## config.mk

```make
export PLATFORM = sky130hd
export DESIGN_NAME = soc_timer_sequencer
export DESIGN_NICKNAME = d
export VERILOG_FILES = /design/src/rtl/soc_timer_sequencer.sv
export SDC_FILE = /design/constraint.sdc
export NUM_CORES = 1
export LEC_CHECK = 0
export ABC_AREA = 1
export BUFFER_PORTS_ARGS = -buffer_cell sky130_fd_sc_hd__buf_4
export CORE_MARGIN = 8
export CORE_UTILIZATION = 45
export CTS_CLUSTER_SIZE = 8
export DETAILED_ROUTE_END_ITERATION = 16
export PLACE_DENSITY = 0.72
export SYNTH_ARGS = -nofsm -noshare
export SYNTH_HDL_FRONTEND = slang
export SYNTH_SLANG_ARGS = --single-unit
```

## constraint.sdc

```tcl
create_clock -name ACLK -period 3 [get_ports ACLK]
set_input_delay 0.6 -clock ACLK [delete_from_list [all_inputs] [get_ports ACLK]]
set_output_delay 0.6 -clock ACLK [all_outputs]
set_load 0.05 [all_outputs]
```

## src/rtl/soc_timer_sequencer.sv

```systemverilog
// AXI-Lite master that programs the SoC countdown timer, services each timer IRQ
// (status read + clear pulse), counts events and disables the timer on budget end or stop.
module soc_timer_sequencer #(
    parameter int                    ADDR_WIDTH = 5,
    parameter int                    DATA_WIDTH = 32,
    parameter int                    CNT_WIDTH  = 16,
    parameter logic [ADDR_WIDTH-1:0] LOAD_OFF   = 5'h00,
    parameter logic [ADDR_WIDTH-1:0] CTRL_OFF   = 5'h04,
    parameter logic [ADDR_WIDTH-1:0] CLR_OFF    = 5'h08,
    parameter logic [ADDR_WIDTH-1:0] STAT_OFF   = 5'h10
) (
    input  logic                    ACLK,
    input  logic                    ARESETN,
    input  logic                    cmd_valid,
    output logic                    cmd_ready,
    input  logic [DATA_WIDTH-1:0]   cmd_load,
    input  logic                    cmd_reload,
    input  logic [CNT_WIDTH-1:0]    cmd_count,
    input  logic                    stop_req,
    input  logic                    timer_irq,
    output logic [ADDR_WIDTH-1:0]   AWADDR,
    output logic                    AWVALID,
    input  logic                    AWREADY,
    output logic [DATA_WIDTH-1:0]   WDATA,
    output logic [DATA_WIDTH/8-1:0] WSTRB,
    output logic                    WVALID,
    input  logic                    WREADY,
    input  logic [1:0]              BRESP,
    input  logic                    BVALID,
    output logic                    BREADY,
    output logic [ADDR_WIDTH-1:0]   ARADDR,
    output logic                    ARVALID,
    input  logic                    ARREADY,
    input  logic [DATA_WIDTH-1:0]   RDATA,
    input  logic [1:0]              RRESP,
    input  logic                    RVALID,
    output logic                    RREADY,
    output logic                    busy,
    output logic                    done,
    output logic                    err,
    output logic [CNT_WIDTH-1:0]    event_cnt
);

    typedef enum logic [2:0] {
        ST_IDLE, ST_WR_LOAD, ST_WR_CTRL, ST_RUN, ST_RD_STAT, ST_CLR_SET, ST_CLR_REL, ST_WR_DIS
    } state_t;

    state_t                  state_r, state_nxt_s;
    logic                    issued_r, reload_r, stop_pend_r, term_r;
    logic [DATA_WIDTH-1:0]   load_r;
    logic [CNT_WIDTH-1:0]    count_r, cnt_next_s;
    logic                    launch_wr_s, launch_rd_s, accept_s, cnt_inc_s;
    logic                    term_set_s, term_clr_s, done_s, err_s;
    logic                    wr_done_s, rd_done_s, wr_err_s, rd_err_s;
    logic [ADDR_WIDTH-1:0]   wr_addr_s;
    logic [DATA_WIDTH-1:0]   wr_data_s;
    logic                    unused_rdata_s;

    function automatic logic [CNT_WIDTH-1:0] sat_inc(input logic [CNT_WIDTH-1:0] v);
        return (&v) ? v : v + {{(CNT_WIDTH-1){1'b0}}, 1'b1};
    endfunction

    assign wr_done_s      = BREADY && BVALID;
    assign rd_done_s      = RREADY && RVALID;
    assign wr_err_s       = wr_done_s && (BRESP != 2'b00);
    assign rd_err_s       = rd_done_s && (RRESP != 2'b00);
    assign cnt_next_s     = sat_inc(event_cnt);
    assign unused_rdata_s = ^RDATA[DATA_WIDTH-1:1];

    // Next-state and per-state beat selection; a bus error overrides everything.
    always_comb begin
        state_nxt_s = state_r;
        launch_wr_s = 1'b0;
        launch_rd_s = 1'b0;
        wr_addr_s   = {ADDR_WIDTH{1'b0}};
        wr_data_s   = {DATA_WIDTH{1'b0}};
        accept_s    = 1'b0;
        cnt_inc_s   = 1'b0;
        term_set_s  = 1'b0;
        term_clr_s  = 1'b0;
        done_s      = 1'b0;
        err_s       = 1'b0;
        case (state_r)
            ST_IDLE: begin
                if (cmd_valid && cmd_ready) begin
                    accept_s    = 1'b1;
                    state_nxt_s = ST_WR_LOAD;
                end else begin
                    state_nxt_s = ST_IDLE;
                end
            end
            ST_WR_LOAD: begin
                wr_addr_s   = LOAD_OFF;
                wr_data_s   = load_r;
                launch_wr_s = !issued_r;
                state_nxt_s = wr_done_s ? ST_WR_CTRL : ST_WR_LOAD;
            end
            ST_WR_CTRL: begin
                wr_addr_s   = CTRL_OFF;
                wr_data_s   = {{(DATA_WIDTH-2){1'b0}}, reload_r, 1'b1};
                launch_wr_s = !issued_r;
                state_nxt_s = wr_done_s ? ST_RUN : ST_WR_CTRL;
            end
            ST_RUN: begin
                if (stop_pend_r) begin
                    state_nxt_s = ST_WR_DIS;
                end else if (timer_irq) begin
                    state_nxt_s = ST_RD_STAT;
                end else begin
                    state_nxt_s = ST_RUN;
                end
            end
            ST_RD_STAT: begin
                launch_rd_s = !issued_r;
                if (rd_done_s && RDATA[0]) begin
                    term_clr_s  = 1'b1;
                    state_nxt_s = ST_CLR_SET;
                end else if (rd_done_s) begin
                    state_nxt_s = ST_RUN;
                end else begin
                    state_nxt_s = ST_RD_STAT;
                end
            end
            ST_CLR_SET: begin
                wr_addr_s   = CLR_OFF;
                wr_data_s   = {{(DATA_WIDTH-1){1'b0}}, 1'b1};
                launch_wr_s = !issued_r;
                state_nxt_s = wr_done_s ? ST_CLR_REL : ST_CLR_SET;
            end
            ST_CLR_REL: begin
                wr_addr_s   = CLR_OFF;
                launch_wr_s = !issued_r;
                if (wr_done_s && term_r) begin
                    done_s      = 1'b1;
                    state_nxt_s = ST_IDLE;
                end else if (wr_done_s) begin
                    cnt_inc_s = 1'b1;
                    if (!reload_r) begin
                        done_s      = 1'b1;
                        state_nxt_s = ST_IDLE;
                    end else if ((count_r != {CNT_WIDTH{1'b0}}) && (cnt_next_s == count_r)) begin
                        state_nxt_s = ST_WR_DIS;
                    end else begin
                        state_nxt_s = ST_RUN;
                    end
                end else begin
                    state_nxt_s = ST_CLR_REL;
                end
            end
            ST_WR_DIS: begin
                wr_addr_s   = CTRL_OFF;
                launch_wr_s = !issued_r;
                term_set_s  = wr_done_s;
                state_nxt_s = wr_done_s ? ST_CLR_SET : ST_WR_DIS;
            end
            default: begin
                state_nxt_s = ST_IDLE;
            end
        endcase
        if (wr_err_s || rd_err_s) begin
            state_nxt_s = ST_IDLE;
            err_s       = 1'b1;
            done_s      = 1'b0;
            cnt_inc_s   = 1'b0;
            term_set_s  = 1'b0;
            term_clr_s  = 1'b0;
        end else begin
            err_s = 1'b0;
        end
    end

    // Sequencer state, latched command and event bookkeeping.
    always_ff @(posedge ACLK or negedge ARESETN) begin
        if (!ARESETN) begin
            state_r     <= ST_IDLE;
            issued_r    <= 1'b0;
            load_r      <= {DATA_WIDTH{1'b0}};
            reload_r    <= 1'b0;
            count_r     <= {CNT_WIDTH{1'b0}};
            stop_pend_r <= 1'b0;
            term_r      <= 1'b0;
            event_cnt   <= {CNT_WIDTH{1'b0}};
        end else begin
            state_r <= state_nxt_s;
            if (launch_wr_s || launch_rd_s) begin
                issued_r <= 1'b1;
            end else if (wr_done_s || rd_done_s) begin
                issued_r <= 1'b0;
            end
            if (accept_s) begin
                load_r      <= cmd_load;
                reload_r    <= cmd_reload;
                count_r     <= cmd_count;
                stop_pend_r <= 1'b0;
                term_r      <= 1'b0;
                event_cnt   <= {CNT_WIDTH{1'b0}};
            end else begin
                if ((state_r != ST_IDLE) && stop_req) stop_pend_r <= 1'b1;
                if (term_set_s) term_r <= 1'b1;
                else if (term_clr_s) term_r <= 1'b0;
                if (cnt_inc_s) event_cnt <= cnt_next_s;
            end
        end
    end

    // AXI channel registers: each valid/ready drops on its own handshake.
    always_ff @(posedge ACLK or negedge ARESETN) begin
        if (!ARESETN) begin
            AWADDR  <= {ADDR_WIDTH{1'b0}};
            AWVALID <= 1'b0;
            WDATA   <= {DATA_WIDTH{1'b0}};
            WSTRB   <= {(DATA_WIDTH/8){1'b0}};
            WVALID  <= 1'b0;
            BREADY  <= 1'b0;
            ARADDR  <= {ADDR_WIDTH{1'b0}};
            ARVALID <= 1'b0;
            RREADY  <= 1'b0;
        end else begin
            if (launch_wr_s) begin
                AWADDR  <= wr_addr_s;
                WDATA   <= wr_data_s;
                WSTRB   <= {(DATA_WIDTH/8){1'b1}};
                AWVALID <= 1'b1;
                WVALID  <= 1'b1;
                BREADY  <= 1'b1;
            end else begin
                if (AWVALID && AWREADY) AWVALID <= 1'b0;
                if (WVALID && WREADY) WVALID <= 1'b0;
                if (wr_done_s) BREADY <= 1'b0;
            end
            if (launch_rd_s) begin
                ARADDR  <= STAT_OFF;
                ARVALID <= 1'b1;
                RREADY  <= 1'b1;
            end else begin
                if (ARVALID && ARREADY) ARVALID <= 1'b0;
                if (rd_done_s) RREADY <= 1'b0;
            end
        end
    end

    // Registered handshake/status outputs.
    always_ff @(posedge ACLK or negedge ARESETN) begin
        if (!ARESETN) begin
            cmd_ready <= 1'b1;
            busy      <= 1'b0;
            done      <= 1'b0;
            err       <= 1'b0;
        end else begin
            cmd_ready <= (state_nxt_s == ST_IDLE);
            busy      <= (state_nxt_s != ST_IDLE);
            done      <= done_s;
            err       <= err_s;
        end
    end

endmodule

```

==> key figures <==
Run status
  • Status: complete, no violations

Drt
  • DR iter-0 viols: 320
  • Wire length per cell: 15.0 µm
  • # DRC: 0
  • Final wirelength: 14.2 mm
  • Vias per cell: 5.02
  • Post-route ant nets: 0
  • Vias: 4,743
  • First-pass DRT Iterations: 5

Worst hold path
  • Tightest Hold Check Type: in2async

Placed design
  • I/O Buffers: 127
  • GP Congestion: 0.904
  • HPWL Detailed: 10.3 mm

Setup path
  • Crit path top cell by count: nand2_1
  • Setup Crit Path Kind: reg2reg
  • CP Cell Sequence: ha_1 -> nand2_1 -> nor2_2 -> nand2_4 -> nor2_4 -> inv_2 -> nand2_1 -> nor2_1 -> a21oi_1 -> nand3_1 -> nor2_1 -> nand2_1 -> nand2_2 -> nand2_2 -> nand2_1
  • Slowest cell on crit path: dfrtp_1
  • WP data arrival: 2.67 ns
  • Kind of cell adding the most delay to the critical path: simple AND/OR/NAND/NOR gates
  • Crit. End Element: register
  • Nature of the critical path startpoint: register
  • Crit-path max FO: 16
  • Data required, critical path: 3.34 ns
  • WP buf/inv: 1
  • CP peak stage delay: 0.41 ns

Logic synthesis
  • Ys Warns: 0
  • Ys async rst share: 100%
  • Register area share after synthesis: 53.8%
  • Post-synth EDFFs: 0
  • Syn Area/Cell: 8.23 µm²
  • Number of synthesized register bits: 116
  • Post-Syn Instances: 656
  • Main synth FF type: dfrtp_1
  • Mapped Area: 5400 µm²
  • Synth cell types: 36

Global route
  • Largest net degree at the start of global routing: 51
  • First-pass GRT wire length: 23.8 mm
  • Gr ovfl total: 0
  • Vias in the first global route: 4,926
  • All-Layer GR Usage: 18.5%
  • Initial antenna violation count: 0

Clocking
  • Clock Path Buffers: 2
  • CTS Sinks: 116
  • Post_cts resized: 0
  • Inserted Clock Buffers: 17
  • Clock Latency Late Sink: 0.40 ns
  • Cts hold-fix bufs: 0
  • TritonCTS clock tree: yes
  • H-tree levels: 4
  • Worst-path clk slew: 0.05 ns
  • Root Buffer: clkbuf_16
  • Post-CTS setup buffer count: 0

Final layout
  • Number of diodes: 0
  • Share of post-route cells with drive strength above 1: 23.4%
  • Nets: 881
  • Synth-to-Final Area Change: 29.6%

Power
  • Power Internal: 4250 µW
  • P_sw: 3360 µW
  • Power Density: 1090 nW/µm²
  • Switching Share: 44.1%
  • Comb pwr share: 42.5%
  • Clk pwr share: 23.5%
  • Lkg Pwr: 0.00357 µW
  • Sequential power share: 33.9%
  • Maximum vdd ir drop: 582 µV

Floorplanning
  • Starting density of the core: 45.5%
  • Die area: 15,800 µm²
  • IO Count: 166
  • Die width: 126 µm
  • Overall die height: 126 µm
  • Core area: 11,900 µm²
  • Core Rows: 40

STA
  • Final worst-path cycle share: 77.9%
  • Final Max Tran Viols: 0
  • Worst Tran Pin Value: 0.671 ns
  • Final setup vio count: 0
  • Worst clock skew: 0.00465 ns
  • Max_slew headroom: 55.2%
  • RSZ-0062 raised after global routing: no
  • Peak Freq: 0.428 GHz
  • Setup_tns: 0 ns
  • Count of final hold-check violations: 0
  • Fin crit period: 2.34 ns
  • Hold WS: 0.173 ns

Flow run
  • Max-cap violations: 0
## flip-flops by register name, indices dropped and copies added, names as in the netlist, 2 cells and up
signal and count:
WDATA 32, AWADDR 2, event_cnt 16, count_r 16, load_r 32, state_r 3
## synthesized netlist by cell type (all sizes together) (2+ instances only)
cell | instances | area [µm²]
a21oi | 9 | 45.0
a22o | 10 | 87.6
a31oi | 2 | 12.5
buf | 18 | 120
clkbuf | 12 | 45.0
dfrtp | 115 | 2880
inv | 89 | 334
nand2 | 197 | 759
nand3 | 39 | 210
nand4 | 8 | 50.1
nor2 | 41 | 184
nor3 | 7 | 40.0
o21ai | 83 | 415
o22ai | 7 | 43.8
xor2 | 8 | 70.1
## power groups by stage
stage	combinational (µW)	clock, µW	sequential (µW)
final	3240	1790	2580
after detailed placement	3240	0	2600
after floorplan	1340	0	3480
after global routing	3560	1900	2650
after global placement	3180	0	2580
after CTS	3250	1830	2580
## final cells by class
class / count / area, µm²
sequential: 116 / 2900
fill: 1071 / 4860
clock buffer: 20 / 457
inverter: 90 / 338
clock inverter: 12 / 82.6
multi-input combinational: 426 / 2010
timing repair buffer: 134 / 1020
tap: 147 / 184
## logic make-up (layout without fill, tap and decap cells)
kind of cell / Yosys count / after routing / share of synthesized area (%)
AO/OA/AOI/OAI: 116 / 116 / 12.0
XOR/XNOR: 9 / 9 / 1.46
adder cells (fa/ha/maj): 1 / 1 / 0.232
buffers and inverters: 120 / 256 / 9.32
flip-flops: 116 / 116 / 53.8
other: 1 / 7 / 0.0695
AND/OR/NAND/NOR: 293 / 293 / 23.2
## worst reg2reg max path, cell delays in order (launching register included)
cell and delay [ns]:
dfrtp_1 0.41, ha_1 0.29, nand2_1 0.09, nor2_2 0.16, nand2_4 0.10, nor2_4 0.14
inv_2 0.15, nand2_1 0.20, nor2_1 0.08, a21oi_1 0.13, nand3_1 0.11, nor2_1 0.11
nand2_1 0.10, nand2_2 0.09, nand2_2 0.05, nand2_1 0.06
## through the flow
step                      total power (µW)  util [%]  setup WS [ns]  std cells  area [µm²]
after floorplan                       4820         -          0.703        662        5420
after global placement                5760      54.4          0.610        913        6460
after detailed placement              5840      54.4          0.536        913        6460
after CTS                             7670      59.0          0.708        945        7000
after global routing                  8120      59.0          0.406        945        7000
final                                 7610      59.0          0.664        945        7000
## metal layers
metal	global-route usage (%)	up-vias	share of wire (%)
li1	-	2338	-
met5	0	-	0
met3	5.86	18	6.1
met1	23.2	2237	44
met4	6.73	0	1.6
met2	29.5	150	48
## worst paths after layout
path,end,cells after the start,startpoint,slack [ns]
worst max-delay path,busy$_DFF_PN0_,15,event_cnt[0]$_DFFE_PN0P_,0.66
worst min-delay path,event_cnt[13]$_DFFE_PN0P_,1,ARESETN,0.17
worst max register to register,busy$_DFF_PN0_,15,event_cnt[0]$_DFFE_PN0P_,0.66
worst min register to register,ARADDR[4]$_DFFE_PN0P_,2,ARADDR[4]$_DFFE_PN0P_,0.48
max in group asynchronous,load_r[9]$_DFFE_PN0P_,2,ARESETN,2.07
min in group ACLK,ARVALID$_DFFE_PN0P_,2,ARREADY,0.39
## layout by cell type, fill, tap and decap left out, drive strengths merged
| master | n |
|---|---|
| o22ai | 7 |
| a22o | 10 |
| xor2 | 8 |
| nand4 | 8 |
| o41ai | 1 |
| a21oi | 9 |
| clkinvlp | 6 |
| xnor2 | 1 |
| dfstp | 1 |
| o311ai | 1 |
| a211oi | 1 |
| or2 | 1 |
| nor3 | 7 |
| o31ai | 1 |
| a31oi | 2 |
| buf | 134 |
| clkinv | 5 |
| o221ai | 1 |
| inv | 91 |
| clkbuf | 20 |
| nand3 | 39 |
| o21ai | 83 |
| nor2 | 41 |
| nand2 | 197 |
| ha | 1 |
| dfrtp | 115 |
| conb | 7 |
Power figures use the tool's default switching activity.
